--- src/rtl/lzw_out_packer.sv ---
// Packs variable-width LZW codes LSB-first into bytes and streams them to the
// byte sink through a small FIFO. Busy holds off the controller while packing.
module lzw_out_packer #(
    parameter int CODE_W     = 9,
    parameter int FIFO_DEPTH = 8
) (
    input  logic              clk,
    input  logic              reset,
    input  logic              RequestOutBuffer,
    input  logic [CODE_W-1:0] CodeIn,
    input  logic              CloseBuffer,
    input  logic              OutReady,
    output logic [7:0]        OutByte,
    output logic              OutValid,
    output logic              Busy,
    output logic              BufferClosed,
    output logic              Overflow
);
    localparam int ACC_W = CODE_W + 7;
    localparam int CNT_W = $clog2(CODE_W + 8);
    localparam int PTR_W = $clog2(FIFO_DEPTH);

    localparam logic [2:0] IDLE   = 3'd0;
    localparam logic [2:0] PACK   = 3'd1;
    localparam logic [2:0] FLUSH  = 3'd2;
    localparam logic [2:0] DRAIN  = 3'd3;
    localparam logic [2:0] CLOSED = 3'd4;

    localparam logic [CNT_W-1:0] EIGHT     = CNT_W'(8);
    localparam logic [CNT_W-1:0] CODE_BITS = CNT_W'(CODE_W);
    localparam logic [PTR_W:0]   FULL_CNT  = (PTR_W+1)'(FIFO_DEPTH);
    localparam logic [PTR_W:0]   ONE_CNT   = (PTR_W+1)'(1);

    logic [2:0]       state, state_nxt;
    logic [ACC_W-1:0] acc, acc_nxt;
    logic [CNT_W-1:0] cnt, cnt_nxt;
    logic             close_pend, close_pend_nxt;
    logic             push, pop, fifo_full;

    logic [7:0]       mem [FIFO_DEPTH];
    logic [PTR_W-1:0] wr_ptr, rd_ptr;
    logic [PTR_W:0]   count;

    assign fifo_full    = (count == FULL_CNT);
    assign OutValid     = (count != '0);
    assign pop          = OutValid && OutReady;
    assign OutByte      = OutValid ? mem[rd_ptr] : 8'h00;
    assign Busy         = (state != IDLE);
    assign BufferClosed = (state == CLOSED);

    always_comb begin
        state_nxt      = state;
        acc_nxt        = acc;
        cnt_nxt        = cnt;
        close_pend_nxt = close_pend;
        push           = 1'b0;
        case (state)
            IDLE: begin
                if (RequestOutBuffer) begin
                    acc_nxt        = acc | (ACC_W'(CodeIn) << cnt);
                    cnt_nxt        = cnt + CODE_BITS;
                    close_pend_nxt = CloseBuffer;
                    state_nxt      = PACK;
                end else if (CloseBuffer) begin
                    state_nxt = FLUSH;
                end
            end
            PACK: begin
                // A close arriving on the last pack cycle still routes to FLUSH.
                close_pend_nxt = close_pend | CloseBuffer;
                if (cnt >= EIGHT && !fifo_full) begin
                    push    = 1'b1;
                    acc_nxt = acc >> 8;
                    cnt_nxt = cnt - EIGHT;
                end
                if (cnt_nxt < EIGHT)
                    state_nxt = close_pend_nxt ? FLUSH : IDLE;
            end
            FLUSH: begin
                close_pend_nxt = 1'b0;
                if (cnt == '0) begin
                    state_nxt = DRAIN;
                end else if (!fifo_full) begin
                    push      = 1'b1;
                    acc_nxt   = '0;
                    cnt_nxt   = '0;
                    state_nxt = DRAIN;
                end
            end
            DRAIN: begin
                // Close on the pop of the last byte so BufferClosed follows it directly.
                if (count == '0 || (count == ONE_CNT && pop))
                    state_nxt = CLOSED;
            end
            CLOSED: state_nxt = CLOSED;
            default: state_nxt = IDLE;
        endcase
    end

    always_ff @(posedge clk) begin
        if (reset) begin
            state      <= IDLE;
            acc        <= '0;
            cnt        <= '0;
            close_pend <= 1'b0;
            Overflow   <= 1'b0;
            wr_ptr     <= '0;
            rd_ptr     <= '0;
            count      <= '0;
        end else begin
            state      <= state_nxt;
            acc        <= acc_nxt;
            cnt        <= cnt_nxt;
            close_pend <= close_pend_nxt;
            if (RequestOutBuffer && Busy)
                Overflow <= 1'b1;
            if (push)
                wr_ptr <= wr_ptr + 1'b1;
            if (pop)
                rd_ptr <= rd_ptr + 1'b1;
            if (push && !pop)
                count <= count + ONE_CNT;
            else if (pop && !push)
                count <= count - ONE_CNT;
        end
    end

    always_ff @(posedge clk) begin
        if (push)
            mem[wr_ptr] <= acc[7:0];
    end
endmodule
--- config.mk ---
export PLATFORM = sky130hd
export DESIGN_NAME = lzw_out_packer
export DESIGN_NICKNAME = d
export VERILOG_FILES = /design/src/rtl/lzw_out_packer.sv
export SDC_FILE = /design/constraint.sdc
export NUM_CORES = 1
export LEC_CHECK = 0
export ABC_AREA = 1
export CAP_MARGIN = 30
export CELL_PAD_IN_SITES_DETAIL_PLACEMENT = 0
export CELL_PAD_IN_SITES_GLOBAL_PLACEMENT = 2
export CORE_MARGIN = 2
export CORE_UTILIZATION = 38
export CTS_BUF_LIST = sky130_fd_sc_hd__clkbuf_2 sky130_fd_sc_hd__clkbuf_4 sky130_fd_sc_hd__clkbuf_8
export CTS_CLUSTER_DIAMETER = 30
export DETAILED_ROUTE_END_ITERATION = 8
export PLACE_DENSITY_LB_ADDON = 0.12
export SYNTH_ARGS = -nofsm -noshare
export SYNTH_HDL_FRONTEND = slang
export SYNTH_SLANG_ARGS = --single-unit
--- constraint.sdc ---
create_clock -name clk -period 2.7 [get_ports clk]
set_clock_uncertainty 0.15 [all_clocks]
set_input_delay 0.54 -clock clk [delete_from_list [all_inputs] [get_ports clk]]
set_output_delay 0.54 -clock clk [all_outputs]
set_load 0.05 [all_outputs]
; Word-level counts from Yosys, hierarchy flattened
; Memory sizes are Yosys's and may differ from the RTL's. A register that Yosys moved wholly into a read port is not among the register bits.
; Cells that the tools add are included.
[classes]
add_sub_neg = 6
multipliers = 0
div_mod_pow = 0
magnitude_cmp = 2
eq_ne = 14
shift = 1
mux = 32
n_bitwise = 2
n_reduce_logical = 21
[ops]
columns = cell, count
row1 = $mux 16, 4
row2 = $pmux 16 s3, 1
row3 = $mux 5, 5
row4 = $mux 3, 8
row5 = $or 16x16->16, 1
row6 = $shl 9x5->16, 1
row7 = $pmux 3 s5, 1
row8 = $pmux 5 s3, 1
row9 = $ne 2x2->1 const B, 6
row10 = $mux 4, 2
row11 = $mux 8, 1
row12 = $reduce_and 4->1, 2
row13 = $add 3x1->3 const B, 2
row14 = $eq 3x2->1 const B, 2
row15 = $logic_and 1x1->1, 6
row16 = $mux 1, 6
row17 = $ne 3x3->1 const B, 2
row18 = $reduce_bool 3->1, 2
row19 = $add 5x4->5 const B, 1
row20 = $ge 5x4->1 const B, 1
row21 = $logic_not 5->1, 1
row22 = $lt 5x4->1 const B, 1
row23 = $reduce_and 5->1, 1
row24 = $sub 5x4->5 const B, 1
row25 = 17 further kinds, 19
[word_totals]
ff_bits = 36
latchBits = 0
ram_bits = 64
romBits = 0
inputBits = 14
wordCells = 87
mem_count = 1
[mem_list]
columns = name, words, word_bits, rd, rd_ports_with_merged_regs, wr, line_no
row1 = mem, 8, 8, 1, 1, 1, 40  ; logic [7:0] mem [FIFO_DEPTH];

; Depth between registers and ports, before layout
[depth]
ltp_word = 9
depth_mapped = 15

; Worst setup path before layout
; Ideal clock, no wire load.
[synth_timing]
path_kind = register -> output
start = register count[0]
end = output port OutByte[0]
arrival_ns = 2.206
required_time_ns = 2.010
setup_slack_ns = -0.196
stages_incl_launch_ff = 7
path_cell_list = dfxtp_1 > inv_1 > ha_1 > nand2_1 > clkbuf_1 > o21ai_0 > nor2_1
[synth_via]
elab_chain_cells = 2
[synth_lines]
columns = element, line_no
row1 = start: declaration, 42  ; logic [PTR_W:0] count;
row2 = start signal: assignment, 122  ; count <= count + ONE_CNT;
row3 = start signal: assignment, 124  ; count <= count - ONE_CNT;
row4 = $reduce_bool 4->1, 45  ; assign OutValid = (count != '0);
row5 = net OutValid, 14  ; output logic OutValid,
row6 = $mux 8, 47  ; assign OutByte = OutValid ? mem[rd_ptr] : 8'h00;
row7 = end: declaration, 13  ; output logic [7:0] OutByte,
; The timed path passes the listed nets, and every way through them passes these cells.

==> flow_summary.yaml <==
worst_hold_path:
  hold_depth: 2
  hold_path_class: "reg -> reg"
  min-delay-start: "acc[12]$_SDFFE_PP0P_"
  min_to: "acc[12]$_SDFFE_PP0P_"
yosys:
  ys_seq_elements: 103
  synth-main-ff-cell: "edfxtp_1"
  yosysSeqAreaShare_pct: 55.2
  synth_top_family_by_area: "simple AND/OR/NAND/NOR gates"
  synth.top_cell.area_share_pct: 39.2
  synth_edf_count: 64
  ys_warn_count: 0
  yosysTopAreaCell: "edfxtp_1"
  synth-xor-area-share_pct: 0.358
  async_flop_share_pct: 0
  synth_fa_ha_area_share_pct: 2.30
  synth_area_per_cell_um2: 8.58
  syn_inst: 571
  synth-simple-area-share_pct: 24.9
  synthMuxAreaShare_pct: 0
  synth_area_um2: 4900
  ys_types: 33
  netlist_top_cells_area: "edfxtp_1, dfxtp_1, nor2_1"
  syn_nets: 594
  synth_compound_area_share_pct: 11.9
pwr:
  total_power_mw: 6.24
  swShare_pct: 45.7
  irDropWorstVdd_mv: 0.659
  powerDensity_nw_per_um2: 1100
  power.share.sequential_pct: 36.2
  clkPwrFrac_pct: 14.6
  p_switching_mw: 2.85
  leakage_nw: 2.25
  p_int_mw: 3.39
  combPwrFrac_pct: 49.2
worst_setup_path:
  worstSetupStartpointType: "flip-flop"
  worst_r2r_startpoint: "cnt[0]$_SDFFE_PP0P_"
  cpLargestDelayFamily: "buffers and inverters"
  crit_path_end_kind: "output port"
  slowest_delay_ns: 0.38
  worstSetupPathType: "reg -> out"
  path_cells: "buf_8, buf_4, nor2_1, o32ai_1, nor2_1, nor2_2, buf_4"
  arrival_ns: 1.91
  rr_worst_depth: 11
  r2r_slack_ns: 0.32
  r2r_end: "mem[4][7]$_DFFE_PP_"
  cp_max_fo: 24
  path_buf_inv: 3
  cp_slowest_cell: "dfxtp_1"
  cp.required_ns: 2.01
cts:
  postCtsHoldBufs: 0
  clkLatencyLatePin_ns: 0.38
  htree_levels: 3
  root_buffer: "clkbuf_8"
  path_clk_slew_ns: 0.10
  clock_path_buffers: 2
  cts_sinks: 103
  cts_buffers: 9
  cts_tree: "yes"
layout:
  regArea_um2: 2700
  final_common_cell: "nand2_1"
  mostFrequentLayoutCells: "nand2_1, nor2_1, edfxtp_1"
  n_fill_cell: 1315
  nNetsFinal: 629
  multiInputGateArea_um2: 1970
  area_growth_pct: 15.4
  layout-drive-gt1-share_pct: 12.8
  n_antenna_cell: 0
  final_cells: 783
sta:
  slew_violations: 0
  hold_violations: 0
  clock.fmax_mhz: 385
  tightest_slew_ns: 0.500
  slew_headroom_pct: 66.6
  setup_viol: 0
  hold_ws_ns: 0.308
  fin_crit_sh_pct: 96.3
  setup_tns_ns: 0
  fin_crit_ns: 2.60
  fin_ws_ns: 0.100
placement:
  hpwl_um: 8420
  io_buffers: 25
  gp_congestion: 0.791
  dpl.cell_count: 767
  dp_slack_ns: 0.329
global_routing:
  grt_pass1_wl_um: 18800
  antenna_found_initial: 0
  grtUsageTotal_pct: 17.2
  grt-ovfl-total: 0
  grt_pass1_vias: 3723
  grt_max_degree: 33
floorplan:
  initial_core_util_pct: 38.8
  die_area_um2: 13800
  die_w_um: 118
  io_pins: 26
  coreArea_um2: 12600
  die_h_um: 118
  rows: 41
route:
  drt_wl_total_um: 11200
  vias: 3804
  drc_errors: 0
  dr.first_iter.drc_count: 165
  vias_per_cell: 4.86
  dr.pass1.iters: 4
  postRouteAntennaNets: 0
  wl_per_cell_um: 14.3
run:
  maxCapViolCount: 0
status:
  status: "completed"
-- worst max-delay path by stage --
| stage | start | to | slack (ns) | cells after the start |
|---|---|---|---|---|
| 6_report | flip-flop | OutByte[6] | 0.10 | 7 |
| 5_1_grt | flip-flop | OutByte[3] | -0.004 | 7 |
| 4_1_cts | count[0]$_SDFFE_PP0P_ | OutByte[2] | 0.002 | 6 |
| 3_5_place_dp | cnt[0]$_SDFFE_PP0P_ | mem[4][3]$_DFFE_PP_ | 0.33 | 11 |
| 3_3_place_gp | cnt[0]$_SDFFE_PP0P_ | mem[4][7]$_DFFE_PP_ | 0.38 | 11 |
| 2_1_floorplan | cnt[0]$_SDFFE_PP0P_ | mem[0][0]$_DFFE_PP_ | 0.21 | 11 |
-- worst reg2reg max path: cells and delay by family (launching register included) --
kind,cells,cell delay (ns)
flip-flops,1,0.34
AND/OR/NAND/NOR,6,0.85
buffers and inverters,4,0.50
adder cells (fa/ha/maj),1,0.27
-- layer usage --
layer  GRT usage [%]  up-vias  wire length (um)
li1                -     2008                 -
met1            22.2     1741              5270
met2            29.1       44              5470
met3            2.57       11               250
met4            6.55        0               184
met5               0        -                 0
-- layout make-up --
cell class,instances,share of cell area [%]
Sequential cell,103,47.8
Tap cell,172,3.81
Clock inverter,7,0.974
Inverter,49,3.25
Timing Repair Buffer,43,7.08
Multi-Input combinational cell,400,34.9
Clock buffer,9,2.19
-- stage by stage --
step,util (%),cell area [um2]
2_1_floorplan,-,4920
3_3_place_gp,43.1,5440
3_5_place_dp,43.1,5440
4_1_cts,44.6,5630
5_1_grt,44.8,5650
6_report,44.8,5650
-- synthesized netlist by cell type, types with 3 or more instances --
cell type / instances
inv_1: 39
inv_2: 9
nand4_1: 3
edfxtp_1: 64
nor2_2: 5
buf_2: 3
o211ai_1: 4
ha_1: 9
dfxtp_1: 39
nor2_1: 115
nand2_1: 109
nor3_1: 7
a21oi_1: 25
nand3_1: 41
o21ai_0: 48
o32ai_1: 16
clkbuf_1: 15
-- state kept, by name, indices dropped and copies added, names as in the netlist, named ones only --
signal      flops
mem            64
acc            16
cnt             5
count           4
rd_ptr          3
state           3
wr_ptr          3
Overflow        1
close_pend      1
-- kinds of logic (layout without fill, tap and decap cells) --
| logic type | count (synthesis) | count (layout) |
|---|---|---|
| adders and majority gates | 9 | 9 |
| and+or+nand+nor | 289 | 289 |
| buffers and inverters | 68 | 108 |
| DFF | 103 | 103 |
| xor gates and xnor gates | 2 | 2 |
| AOI/OAI and AO/OA | 100 | 100 |
-- what timing repair did --
action                                 CTS  global route
pin swaps                                0             0
setup endpoints to repair                1            10
gates resized for setup                  1             6
endpoints found under the hold margin    0             0
gates cloned                             0             0
buffers inserted                         0             0
-- power groups by stage --
stage	Combinational, mW	Sequential (mW)	Clock, mW
6_report	3.07	2.26	0.910
5_1_grt	3.48	2.31	0.989
4_1_cts	3.10	2.27	0.936
3_5_place_dp	3.08	2.30	0
3_3_place_gp	3.06	2.30	0
2_1_floorplan	2.25	2.23	0
Note: power is estimated with default switching activity, not from simulation.
